==> config.mk <==
export PLATFORM = sky130hd
export DESIGN_NAME = pipeline_hazard_ctrl
export DESIGN_NICKNAME = d
export VERILOG_FILES = /design/src/rtl/pipeline_hazard_ctrl.sv
export SDC_FILE = /design/constraint.sdc
export NUM_CORES = 1
export LEC_CHECK = 0
export BUFFER_PORTS_ARGS = -buffer_cell sky130_fd_sc_hd__buf_2
export CAP_MARGIN = 15
export CORE_MARGIN = 5
export CORE_UTILIZATION = 55
export CTS_BUF_LIST = sky130_fd_sc_hd__clkbuf_2 sky130_fd_sc_hd__clkbuf_4 sky130_fd_sc_hd__clkbuf_8
export DETAILED_ROUTE_END_ITERATION = 6
export PLACE_DENSITY = 0.86
export REMOVE_ABC_BUFFERS = 1
export SLEW_MARGIN = 20
export SYNTH_ARGS = -nofsm -noshare
export SYNTH_HDL_FRONTEND = slang
export SYNTH_SLANG_ARGS = --single-unit
==> constraint.sdc <==
create_clock -name CLK -period 6 [get_ports CLK]
set_input_delay 1.5 -clock CLK [delete_from_list [all_inputs] [get_ports CLK]]
set_output_delay 1.5 -clock CLK [all_outputs]
set_load 0.05 [all_outputs]
==> src/rtl/pipeline_hazard_ctrl.sv <==
// Pipeline sequencing controller: per-stage enable/flush, PC select and
// stall/flush performance counters for the 5-stage core.
module pipeline_hazard_ctrl #(
    parameter int unsigned CNT_W = 16
) (
    input  logic             CLK,
    input  logic             nRST,
    input  logic             ihit,
    input  logic             dhit,
    input  logic             dREN_3,
    input  logic             dWEN_3,
    input  logic             ld_2,
    input  logic [4:0]       wsel_2,
    input  logic [4:0]       rs_1,
    input  logic [4:0]       rt_1,
    input  logic             uses_rt_1,
    input  logic             branch_taken_3,
    input  logic             jump_2,
    input  logic             halt_4,
    output logic             pc_en,
    output logic [1:0]       pc_sel,
    output logic             en_1,
    output logic             en_2,
    output logic             en_3,
    output logic             en_4,
    output logic             flush_1,
    output logic             flush_2,
    output logic             flush_3,
    output logic             halted,
    output logic [CNT_W-1:0] stall_cnt,
    output logic [CNT_W-1:0] flush_cnt
);

    localparam logic [1:0] INIT    = 2'd0;
    localparam logic [1:0] RUN     = 2'd1;
    localparam logic [1:0] MEMWAIT = 2'd2;
    localparam logic [1:0] HALTED  = 2'd3;

    localparam logic [1:0] SEL_PC4 = 2'd0;
    localparam logic [1:0] SEL_BR  = 2'd1;
    localparam logic [1:0] SEL_JMP = 2'd2;

    logic [1:0] state;
    logic [1:0] next_state;
    logic       load_use;
    logic       mem_wait;
    logic       active;
    logic       redirect;

    // Hazard detection; once frozen, only dhit releases the pipeline
    always_comb begin
        load_use = ld_2 && (wsel_2 != 5'd0) &&
                   ((wsel_2 == rs_1) || (uses_rt_1 && (wsel_2 == rt_1)));
        mem_wait = (state == MEMWAIT) ? !dhit : ((dREN_3 || dWEN_3) && !dhit);
        active   = (state == RUN) || (state == MEMWAIT);
    end

    always_ff @(posedge CLK or negedge nRST) begin
        if (!nRST) begin
            state <= INIT;
        end else begin
            state <= next_state;
        end
    end

    // Next-state and per-stage control, priority highest first
    always_comb begin
        next_state = state;
        pc_en      = 1'b0;
        pc_sel     = SEL_PC4;
        en_1       = 1'b0;
        en_2       = 1'b0;
        en_3       = 1'b0;
        en_4       = 1'b0;
        flush_1    = 1'b0;
        flush_2    = 1'b0;
        flush_3    = 1'b0;
        halted     = 1'b0;
        redirect   = 1'b0;
        case (state)
            INIT: begin
                {en_1, en_2, en_3, en_4}  = 4'b1111;
                {flush_1, flush_2, flush_3} = 3'b111;
                next_state = RUN;
            end
            RUN, MEMWAIT: begin
                next_state = RUN;
                {en_1, en_2, en_3, en_4} = 4'b1111;
                if (halt_4) begin
                    {en_1, en_2, en_3, en_4} = 4'b0000;
                    next_state = HALTED;
                end else if (mem_wait) begin
                    {en_1, en_2, en_3, en_4} = 4'b0000;
                    next_state = MEMWAIT;
                end else if (branch_taken_3) begin
                    {flush_1, flush_2, flush_3} = 3'b111;
                    pc_en    = 1'b1;
                    pc_sel   = SEL_BR;
                    redirect = 1'b1;
                end else if (jump_2) begin
                    flush_1  = 1'b1;
                    flush_2  = 1'b1;
                    pc_en    = 1'b1;
                    pc_sel   = SEL_JMP;
                    redirect = 1'b1;
                end else if (load_use) begin
                    // Hold IF/ID, inject a bubble into ID/EX
                    en_1    = 1'b0;
                    flush_2 = 1'b1;
                end else if (!ihit) begin
                    flush_1 = 1'b1;
                end else begin
                    pc_en = 1'b1;
                end
            end
            HALTED: begin
                halted = 1'b1;
            end
            default: begin
                next_state = INIT;
            end
        endcase
    end

    // Saturating performance counters
    always_ff @(posedge CLK or negedge nRST) begin
        if (!nRST) begin
            stall_cnt <= '0;
            flush_cnt <= '0;
        end else begin
            if (active && !pc_en && (stall_cnt != '1)) begin
                stall_cnt <= stall_cnt + CNT_W'(1);
            end
            if (redirect && (flush_cnt != '1)) begin
                flush_cnt <= flush_cnt + CNT_W'(1);
            end
        end
    end

endmodule

==> flow_metrics.tcl, run 1 <==
set metrics [dict create \
    status "finished clean" \
    clock_path_buffers 2 \
    place.detailed.hpwl_mm 3.37 \
    cp_max_fo 3 \
    synth_seq_area_share_pct 43.5 \
    cts_tree "built" \
    antenna_found_initial 0 \
    holdPathEnd "flush_cnt[11]" \
    initial_core_util_pct 57.7 \
    syn_area_mm2 0.00195 \
    holdPathStages 1 \
    die_area_mm2 0.00485 \
    startpoint_type "input pin" \
    r2r_slack_ns 3.86 \
    portBuffers 68 \
    finalSetupViolCount 0 \
    final_nets 293 \
    drive_above_1_share_pct 31.7 \
    worstSetupPathType "in -> out" \
    rr_endpoint "stall_cnt[1]" \
    slew_headroom_pct 51.6 \
    hold_buffers 0 \
    drtAntennaViolNets 0 \
    die_y_um 69.6 \
    tns_ns 0 \
    clock_skew_ns 0.00704 \
    cts.sinks 34 \
    required_ns 4.50 \
    final_common_cell "buf_2" \
    grt_pass1_wl_mm 7.64 \
    core_mm2 0.00339 \
    dr.pass1.iters 4 \
    final_cell_mix "buf_2, dfrtp_1, xnor2_1, nand2_1, nand3_1" \
    syn_inst 191 \
    cts_max_level 2 \
    grt_max_degree 35 \
    track_usage_pct 19.1 \
    viasPerCell 5.45 \
    grt_setup_unrepaired "false" \
    postSynthAreaPerCell_um2 10.2 \
    grt_pass1_vias 1657 \
    p_per_area_mw_per_mm2 178 \
    arrival_ns 3.09 \
    min-delay-start "flush_cnt[11]" \
    final_core_util_pct 70.8 \
    dr.first_iter.drc_count 95 \
    peakVddDrop_uv 126 \
    root_buffer "clkbuf_4" \
    dp_slack_ns 1.40 \
    grt_overflow 0 \
    diodes 0 \
    maxSlewViolCount 0 \
    drc 0 \
    setup_ws_ns 1.41 \
    yosys_warnings 0 \
    syn_to_final_growth_pct 22.8 \
    layout_min_cycle_time_ns 4.59 \
    p_leak_nw 1.25 \
    clkLatencyLatePin_ns 0.33 \
    yosysUniqueCellTypes 43 \
    wl_per_cell_um 14.2 \
    die_x_um 69.6 \
    cts-buffers-inserted 5 \
    ys_ff_latch 34 \
    min_period_over_period_pct 76.5 \
    fmax_ghz 0.218 \
    r2r_cells 5 \
    drv_cap 0 \
    drt-total-wl_mm 4.38 \
    hold_viol 0 \
    reg2reg_from "stall_cnt[0]" \
    ios 69 \
    worst_slew_pin_slew_ns 0.726 \
    end_kind "primary output" \
    hp-class "reg -> reg" \
    cts_resized 0 \
    dr_total_vias 1680 \
    clk_pin_slew_ns 0.11 \
    place.gp.congestion 0.924 \
    rows 21 \
    post_cts_buffers 0 \
]
[registers in the layout (all words and copies together) (netlist names)]
signal / count
state: 2
flush_cnt: 16
stall_cnt: 16
[how the worst max path moves through the flow]
| stage | end | cells past startpoint | slack [ns] | from |
|---|---|---|---|---|
| finish | en_1 | 7 | 1.41 | wsel_2[1] |
| global route | flush_2 | 8 | 1.29 | wsel_2[3] |
| global placement | en_1 | 7 | 1.46 | wsel_2[1] |
| CTS | flush_2 | 8 | 1.39 | wsel_2[3] |
| floorplan | en_2 | 5 | 0.30 | dWEN_3 |
| detailed placement | flush_2 | 8 | 1.40 | wsel_2[3] |
[metrics by stage]
stage / cell area, um2 / cells / hold slack [ns] / total power, mW
after floorplan: 1920 / 186 / 0.532 / 0.242
after global placement: 2320 / 300 / 0.475 / 0.259
final: 2400 / 308 / 0.507 / 0.426
after global routing: 2400 / 308 / 0.540 / 0.449
after detailed placement: 2320 / 300 / 0.479 / 0.260
after CTS: 2400 / 308 / 0.500 / 0.430
[power breakdown]
part           leakage, nW  internal [mW]  switching (mW)
registers            0.460          0.229               0
logic                0.750         0.0105          0.0153
clock network       0.0419         0.0924          0.0792
[cells by family after synthesis]
| kind of cell | count (synthesis) | synth area share (%) |
|---|---|---|
| AND/OR/NAND/NOR | 72 | 20.3 |
| XOR/XNOR | 36 | 16.1 |
| flip-flops | 34 | 43.5 |
| AO/OA/AOI/OAI | 25 | 10.1 |
| buffers and inverters | 13 | 3.33 |
| adder cells (fa/ha/maj) | 6 | 3.84 |
| multiplexers | 5 | 2.82 |
[Yosys cell counts, drive strengths merged]
cell / number / share of area (%)
o21a: 1 / 0.38
o2111ai: 1 / 0.77
mux2: 4 / 2.3
o211ai: 1 / 1.1
o31ai: 1 / 0.38
nand3: 13 / 3.3
nor3: 4 / 1.3
nand4: 9 / 2.9
and2: 1 / 0.32
nor4: 2 / 0.96
a211oi: 1 / 1.0
and4: 2 / 0.90
o31a: 1 / 0.45
mux2i: 1 / 0.51
and3: 8 / 2.8
and4bb: 1 / 0.64
nand2: 15 / 3.0
inv: 8 / 1.5
a22o: 1 / 0.45
xor2: 12 / 5.4
xnor2: 24 / 11
o21ai: 7 / 1.8
o211a: 1 / 0.51
a21oi: 5 / 1.3
a31oi: 2 / 0.64
clkbuf: 1 / 0.19
nor3b: 1 / 0.38
nand3b: 1 / 0.38
or4: 2 / 0.77
dfrtp: 34 / 44
nand2b: 1 / 0.32
buf: 4 / 1.6
nor2: 12 / 2.3
ha: 6 / 3.8
a21o: 1 / 0.38
a32oi: 2 / 0.90
[area by class of cell]
class                      instances  area (um2)
multi-input combinational        144        1040
fill                             280         990
sequential                        34         851
timing repair buffer              68         340
tap                               46        57.6
clock buffer                       6        45.0
clock inverter                     2        37.5
inverter                           8        30.0
[critical path: stages]
cell and delay [ns]:
buf_2 0.12, or4_1 0.59, o21ai_1 0.19, nor2_1 0.11, a21o_1 0.18, a21oi_1 0.13, buf_2 0.27
[per-layer routing]
metal  wire length, um  vias up  track usage (%)
li1                  -      815                -
met1              1920      812             23.5
met2              2090       51             31.5
met3               346        2             7.54
met4                24        0             4.47
met5                 0        -                0
Power figures use the tool's default switching activity.
==> run 2: changes to the inputs <==
CORE_UTILIZATION = 51   (was 55)
PLACE_DENSITY = 0.8   (was 0.86)
clock period = 4.25 ns   (was 6 ns; I/O delays follow)
==> run 2 against run 1 <==
  * Utilization is 5.3 points lower
  * Wire length is 5.5% lower
  * Worst hold slack worse by 0.019 ns
  * Clock skew is 0.00086 ns higher
  * Total power is 43% higher
  * Sequential cell count stayed put
  * Sequential power is 41% higher
  * Final area is 0.63% higher
==> flow_metrics.tcl, run 2 (same netlist as run 1, synthesis figures left out) <==
set metrics [dict create \
    p_seq_share_pct 53.0 \
    end_kind "primary output" \
    cts_max_level 2 \
    grt_overflow 0 \
    die_x_um 71.9 \
    finalNonFillerCells 310 \
    place.gp.congestion 0.846 \
    p_comb_share_pct 5.8 \
    die_y_um 71.9 \
    fmax_ghz 0.271 \
    startpoint_type "input pin" \
    path_cells "buf_2 > or4_1 > o21ai_1 > nor2_1 > a21o_1 > a21oi_1 > buf_2" \
    maxSlewViolCount 0 \
    initial_core_util_pct 53.0 \
    p_per_area_mw_per_mm2 253 \
    power_frac_clock_pct 41.2 \
    root_buffer "clkbuf_8" \
    grt_setup_unrepaired "false" \
    wl_per_cell_um 13.4 \
    reg2reg_from "stall_cnt[2]" \
    holdPathEnd "flush_cnt[10]" \
    worstSetupPathType "in -> out" \
    viasPerCell 5.40 \
    min-delay-start "flush_cnt[10]" \
    reg.largest.list "flush_cnt (16), stall_cnt (16), state (2)" \
    final_cell_mix "buf_2, dfrtp_1, xnor2_1, nand2_1, nand3_1" \
    drc 0 \
    layout_min_cycle_time_ns 3.69 \
    hold_buffers 0 \
    drtAntennaViolNets 0 \
    status "finished clean" \
    rows 22 \
    p_sw_share_pct 22.2 \
    cts-buffers-inserted 5 \
    grt_max_degree 35 \
    slew_headroom_pct 51.8 \
    min_period_over_period_pct 86.9 \
    placed_area_mm2 0.00232 \
    portBuffers 68 \
    dr.first_iter.drc_count 40 \
    ios 69 \
    hp-class "reg -> reg" \
    antenna_found_initial 0 \
    drv_cap 0 \
    finalSetupViolCount 0 \
    peakVddDrop_uv 232 \
    worst_slew_pin_slew_ns 0.723 \
    cpPeakStageDelay_ns 0.57 \
    arrival_ns 2.63 \
    place.detailed.hpwl_mm 3.19 \
    grt_pass1_vias 1510 \
    design_area_mm2 0.00241 \
    syn_to_final_growth_pct 23.6 \
    crit_top_cell "buf_2" \
    grt_pass1_wl_mm 6.91 \
    dr_total_vias 1675 \
    tns_ns 0 \
    diodes 0 \
    p_leak_nw 1.26 \
    crit_buf_inv 2 \
    worst_path_max_delay_cell "or4_1" \
    p_switching_uw 135 \
    setup_ws_ns 0.558 \
    final_common_cell "buf_2" \
    fin_hold_ws_ns 0.488 \
    holdPathStages 1 \
    dp_cells 302 \
    dp_slack_ns 0.567 \
    hold_viol 0 \
    multiInputGateArea_mm2 0.00104 \
    n_fill_cell 329 \
    drive_above_1_share_pct 31.7 \
    path_delay_family "simple AND/OR/NAND/NOR gates" \
    final_nets 293 \
    r2r_slack_ns 2.12 \
    clock_path_buffers 2 \
    track_usage_pct 16.6 \
    finalPower_uw 611 \
    cts_tree "built" \
    final-seq-area_um2 851 \
    post_cts_buffers 0 \
    drt-total-wl_mm 4.14 \
    die_area_mm2 0.00517 \
    intPower_uw 475 \
    cts_resized 0 \
    final_core_util_pct 65.5 \
    dr.pass1.iters 4 \
    cp_max_fo 3 \
    required_ns 3.19 \
    clk_pin_slew_ns 0.07 \
    r2r_cells 5 \
    clock_skew_ns 0.00790 \
    core_mm2 0.00369 \
    rr_endpoint "stall_cnt[1]" \
    clkLatencyLatePin_ns 0.28 \
    cts.sinks 34 \
]
run 2: changes by cell type in the layout (fill, tap and decap cells not counted):
cell        delta
clkbuf_8       +6
bufinv_16      -1
clkbuf_4       -5
clkinv_2       +1
clkinvlp_4     -1
run 2: cell type report:
type / count / area share (%)
Clock buffer: 7 / 3.73
Clock inverter: 1 / 0.207
Inverter: 8 / 1.24
Multi-Input combinational cell: 144 / 43.0
Sequential cell: 34 / 35.2
Tap cell: 48 / 2.49
Timing Repair Buffer: 68 / 14.1
run 2: per-layer routing:
layer	vias to the layer above	GRT usage [%]	wire, um
li1	814	-	-
met1	802	22.1	1820
met2	57	26.2	1960
met3	2	5.54	348
met4	0	3.76	13
met5	-	0	0
run 2: worst max path at each step:
stage | startpoint | end | slack [ns] | cells after the start
2_1_floorplan | dWEN_3 | en_2 | -0.58 | 5
3_3_place_gp | wsel_2[1] | en_1 | 0.60 | 7
3_5_place_dp | wsel_2[1] | en_1 | 0.57 | 7
4_1_cts | wsel_2[1] | en_1 | 0.56 | 7
5_1_grt | wsel_2[1] | en_1 | 0.42 | 7
6_report | wsel_2[1] | en_1 | 0.56 | 7
run 2: power by group through the flow:
stage	sequential, mW	combinational [mW]	clock, mW
4_1_cts	0.323	0.0363	0.257
3_5_place_dp	0.330	0.0360	0
5_1_grt	0.323	0.0400	0.272
2_1_floorplan	0.330	0.0124	0
3_3_place_gp	0.330	0.0354	0
6_report	0.323	0.0355	0.252
